File: src/rtl/fetch_unit.sv
// Fetch stage of the single-issue RV32 core.
// Owns the program counter, addresses the combinational instruction memory,
// and presents the fetched word to decode through a one-entry IF/ID register.
//
// Handshake: if_valid/if_pc/if_instr form a valid/ready channel towards
// decode. A transfer happens on any rising edge where if_valid && id_ready.
// Once if_valid is high the entry is held stable until it is transferred,
// except that a redirect, a fault or a reset flushes it unconditionally.
module fetch_unit #(
  parameter logic [31:0] RESET_PC  = 32'h0000_0000,
  parameter logic [31:0] NOP_INSTR = 32'h0000_0013
) (
  input  logic        clk,
  input  logic        rst_n,
  output logic [31:0] instr_addr,
  input  logic [31:0] instr_rdata,
  input  logic        redirect_valid,
  input  logic [31:0] redirect_pc,
  input  logic        id_ready,
  output logic        if_valid,
  output logic [31:0] if_pc,
  output logic [31:0] if_instr,
  output logic        fetch_fault,
  output logic [31:0] fetch_count
);

  typedef enum logic {
    RUN   = 1'b0,
    FAULT = 1'b1
  } state_t;

  state_t      state, state_d;
  logic [31:0] pc, pc_d;
  logic [31:0] if_pc_d, if_instr_d, fetch_count_d;
  logic        if_valid_d, fetch_fault_d;
  logic        handshake, load, misaligned;

  assign instr_addr = pc;
  assign handshake  = if_valid && id_ready;
  assign load       = (!if_valid || id_ready) && (state == RUN) && !redirect_valid;
  assign misaligned = redirect_pc[1:0] != 2'b00;

  // Next-state and next-register values; everything holds unless a rule fires.
  always_comb begin
    state_d       = state;
    pc_d          = pc;
    if_valid_d    = if_valid;
    if_pc_d       = if_pc;
    if_instr_d    = if_instr;
    fetch_fault_d = fetch_fault;
    // Decode consumes the current entry even if it is flushed on the same edge.
    fetch_count_d = handshake ? fetch_count + 32'd1 : fetch_count;
    case (state)
      RUN: begin
        if (redirect_valid && misaligned) begin
          state_d       = FAULT;
          fetch_fault_d = 1'b1;
          if_valid_d    = 1'b0;
          if_instr_d    = NOP_INSTR;
        end else if (redirect_valid) begin
          // The word fetched from the old pc this cycle is discarded.
          pc_d       = redirect_pc;
          if_valid_d = 1'b0;
          if_instr_d = NOP_INSTR;
        end else if (load) begin
          if_pc_d    = pc;
          if_instr_d = instr_rdata;
          if_valid_d = 1'b1;
          pc_d       = pc + 32'd4;
        end
      end
      FAULT: begin
        // Frozen until reset: no fetch, no redirect, empty IF/ID.
        if_valid_d = 1'b0;
        if_instr_d = NOP_INSTR;
      end
      default: begin
        state_d = RUN;
      end
    endcase
  end

  // State and datapath registers with synchronous active-low reset.
  always_ff @(posedge clk) begin
    if (!rst_n) begin
      state       <= RUN;
      pc          <= RESET_PC;
      if_valid    <= 1'b0;
      if_pc       <= 32'd0;
      if_instr    <= NOP_INSTR;
      fetch_fault <= 1'b0;
      fetch_count <= 32'd0;
    end else begin
      state       <= state_d;
      pc          <= pc_d;
      if_valid    <= if_valid_d;
      if_pc       <= if_pc_d;
      if_instr    <= if_instr_d;
      fetch_fault <= fetch_fault_d;
      fetch_count <= fetch_count_d;
    end
  end

endmodule
File: config.mk
export PLATFORM = sky130hd
export DESIGN_NAME = fetch_unit
export DESIGN_NICKNAME = d
export VERILOG_FILES = /design/src/rtl/fetch_unit.sv
export SDC_FILE = /design/constraint.sdc
export NUM_CORES = 1
export LEC_CHECK = 0
export CELL_PAD_IN_SITES_DETAIL_PLACEMENT = 1
export CELL_PAD_IN_SITES_GLOBAL_PLACEMENT = 1
export CORE_UTILIZATION = 35
export CTS_BUF_LIST = sky130_fd_sc_hd__clkbuf_16
export DETAILED_ROUTE_END_ITERATION = 7
export PLACE_DENSITY_LB_ADDON = 0.1
export SLEW_MARGIN = 40
export SYNTH_ARGS = -nofsm -noshare
export SYNTH_HDL_FRONTEND = slang
export SYNTH_SLANG_ARGS = --single-unit
File: constraint.sdc
create_clock -name clk -period 5.8 [get_ports clk]
set_input_delay 1.74 -clock clk [delete_from_list [all_inputs] [get_ports clk]]
set_output_delay 1.74 -clock clk [all_outputs]
set_load 0.02 [all_outputs]
==> run metrics <==
Post-DP Area 7787 um^2; top_reg_cell synth dfxtp_1; DRT Wirelength 19680 um; Finished Core Util 53.88%; total clock sinks 131; total negative slack 0 ns; post_cts resized 0; HP Start if_pc[14]$_SDFFE_PN0P_; CP top delay family simple AND/OR/NAND/NOR gates; r2r startpoint instr_addr[2]$_SDFFE_PN0P_; pre-CTS setup slack 1.478 ns; crit path max fanout 15; Num CTS Buffers 17; TritonCTS clock tree yes; fin cells 1081; Synth Register Bits 131; Final nets 931; clk root buf clkbuf_16; Routed Antenna Nets 0; PortBufs 197; Critical Path Source Type input port; row cnt 45; drt wl/cell 18.21 um; hold_buf cts 0; Ports 198; Avg Inst Size Synth 8.254 um^2; switching part of the total power 24.65%; crit-path cells clkdlybuf4s50_1 -> or4b_2 -> o21ai_2 -> nand2_1 -> nor4b_1 -> a311o_1; clock tree buffer depth 2; setup slack, reg-to-reg 3.38 ns; Initial Utilization 36.38%; fraction of registers with async set/reset 0%; Clock Power Share 45.2%; Die ar. 16550 um^2; Slew Limit Fails 0; post-route cell area 8312 um^2; worst-margin pin slew 0.7223 ns; Relative slew margins 51.47%; n_diodes 0; Critical R2R Capture instr_addr[26]$_SDFFE_PN0P_; vias in the first global route 6050; Power per Cell Area 263.3 nW/um^2; slowest stage delay, CP 0.84 ns; min setup slack post-route 1.869 ns; H-tree depth 4; clock transition at the registers of the reported paths 0.05 ns; cell at the slowest stage of the critical path or4b_2; largest net degree at the start of global routing 48; clk_skew 0.006337 ns; Tcrit/Tclk final 67.78%; drt first pass iters 4; unrepaired setup endpoints after global routing no; status completed; total chip power 2.188 mW; Mapped Area 5613 um^2; placed instance count 1053; internal power 1.649 mW; Max-Cap Viols 0; first-pass GRT wire length 31550 um; post-synth cell types 51; sequential element share of the synthesized area 46.72%; setup violators final 0; Hold EP if_pc[14]$_SDFFE_PN0P_; Logic pwr share 11.2%; DRC viols 0; Vias/cell 5.396; R2R cell count 6; crit end category flop; fmax 254.4 MHz; Final Hold Viols 0; CP Data Arrival Time 4.29 ns; Fin Hold WS 0.4517 ns; Synth Net Count 750; die width 128.6 um; Worst Hold Class flop to flop; Via Count 5833; HPWL Detailed 13850 um; gr usage total 24.44%; grt ovf 0; Reg power frac 43.6%; Psw 0.5394 mW; GP Congestion 0.7700; postcts setup bufs 0; Core Area 15430 um^2; worst-skew pair later-pin latency 0.41 ns; Yosys warnings 0; Synth Instances 680; Critical path buffers and inverters 1; maximum vdd drop 0.1949 mV; initial antenna violation count 0; Die Y 128.6 um; number of DRC markers in iteration 0 360; CP Class input port to flop; P&R area growth vs syn 48.08%; final worst path period need 3.931 ns; Hold Path Stages 2; number of flops mapped to enable cells by yosys 0; LEAKAGE 2.867 nW; layout cell share with drive strength beyond 1 5.402%; Worst EP required 6.16 ns
cell usage after synthesis, drive strengths merged (6+ instances only):
| library cell | count | area, um^2 |
|---|---|---|
| o21ai | 11 | 58.81 |
| o22ai | 9 | 56.30 |
| inv | 10 | 37.53 |
| or3 | 6 | 37.54 |
| o21a | 6 | 45.04 |
| nand2 | 109 | 409.1 |
| or4 | 6 | 45.04 |
| o31ai | 6 | 45.04 |
| a21oi | 55 | 275.3 |
| dfxtp | 131 | 2623 |
| xnor2 | 16 | 140.1 |
| and3 | 14 | 87.58 |
| nand4 | 19 | 118.9 |
| clkbuf | 40 | 150.1 |
| nor2 | 81 | 304.0 |
| nor4 | 10 | 68.81 |
| nand3 | 22 | 115.1 |
| xor2 | 8 | 70.07 |
| a22oi | 29 | 217.7 |
| and4 | 8 | 72.57 |
| o211ai | 6 | 45.04 |
| nor3 | 16 | 80.08 |
| mux2i | 12 | 120.1 |
cell type report:
type                    instances  area [um^2]
well taps                     211        264.0
inverters                      10        38.79
clock buffers                  17        425.4
clock inverters                11        98.84
fillers                      1813         7116
repair buffers                206         2047
flip-flops and latches        131         2623
multi-input cells             495         2815
tightest hold or removal path, delay by kind of cell, from the launching register on:
kind            cells  cell delay, ns
simple gates        1            0.05
compound gates      1            0.05
flops               1            0.30
routing by layer:
layer	GRT usage, %	wire, um	vias to the layer above
li1	-	-	2788
met3	7.526	1347	25
met2	41.88	9722	166
met4	8.789	261	0
met5	0	0	-
met1	28.77	8353	2854
flip-flops by register name, indices dropped and copies added (netlist names):
register,cells
fetch_count,32
if_instr,32
if_pc,32
instr_addr,32
fetch_fault,1
if_valid,1
state,1
cells by family (layout without fill, tap and decap cells):
family / Yosys count / count (layout) / share of synthesized area (%)
flip-flops: 131 / 131 / 46.72
buffers and inverters: 54 / 244 / 3.633
XOR/XNOR: 24 / 24 / 3.745
multiplexers: 12 / 12 / 2.140
AND/OR/NAND/NOR: 311 / 311 / 26.37
AO/OA/AOI/OAI: 146 / 146 / 16.94
adder cells (fa/ha/maj): 2 / 2 / 0.4458
worst max-delay path by stage:
stage	startpoint	to	slack, ns	cells past startpoint
2_1_floorplan	redirect_valid	if_instr[11]$_SDFFE_PN0P_	2.54	8
3_3_place_gp	redirect_valid	if_instr[19]$_SDFFE_PN0P_	1.43	6
3_5_place_dp	redirect_valid	instr_addr[18]$_SDFFE_PN0P_	1.48	6
4_1_cts	redirect_valid	instr_addr[18]$_SDFFE_PN0P_	1.90	6
5_1_grt	redirect_valid	instr_addr[18]$_SDFFE_PN0P_	1.75	6
6_report	redirect_valid	instr_addr[18]$_SDFFE_PN0P_	1.87	6
cell usage in the layout, fill, tap and decap left out, types with 16 or more instances in the layout:
cell | Yosys | routed
a22oi_1 | 29 | 29
nand2_1 | 109 | 109
nand3_1 | 21 | 21
clkdlybuf4s50_1 | 0 | 197
nor2_1 | 81 | 79
clkbuf_16 | 0 | 17
nand4_1 | 19 | 19
a21oi_1 | 55 | 55
dfxtp_1 | 131 | 131
xnor2_1 | 16 | 16
power by group through the flow:
stage                     Sequential, mW  Clock [mW]  Combinational (mW)
after global routing               0.958        1.05               0.264
after CTS                          0.954        1.01               0.247
after floorplan                    0.992           0              0.0898
final                              0.955       0.988               0.246
after global placement             0.971           0               0.237
after detailed placement           0.973           0               0.245
(Power assumes the default switching activity.)
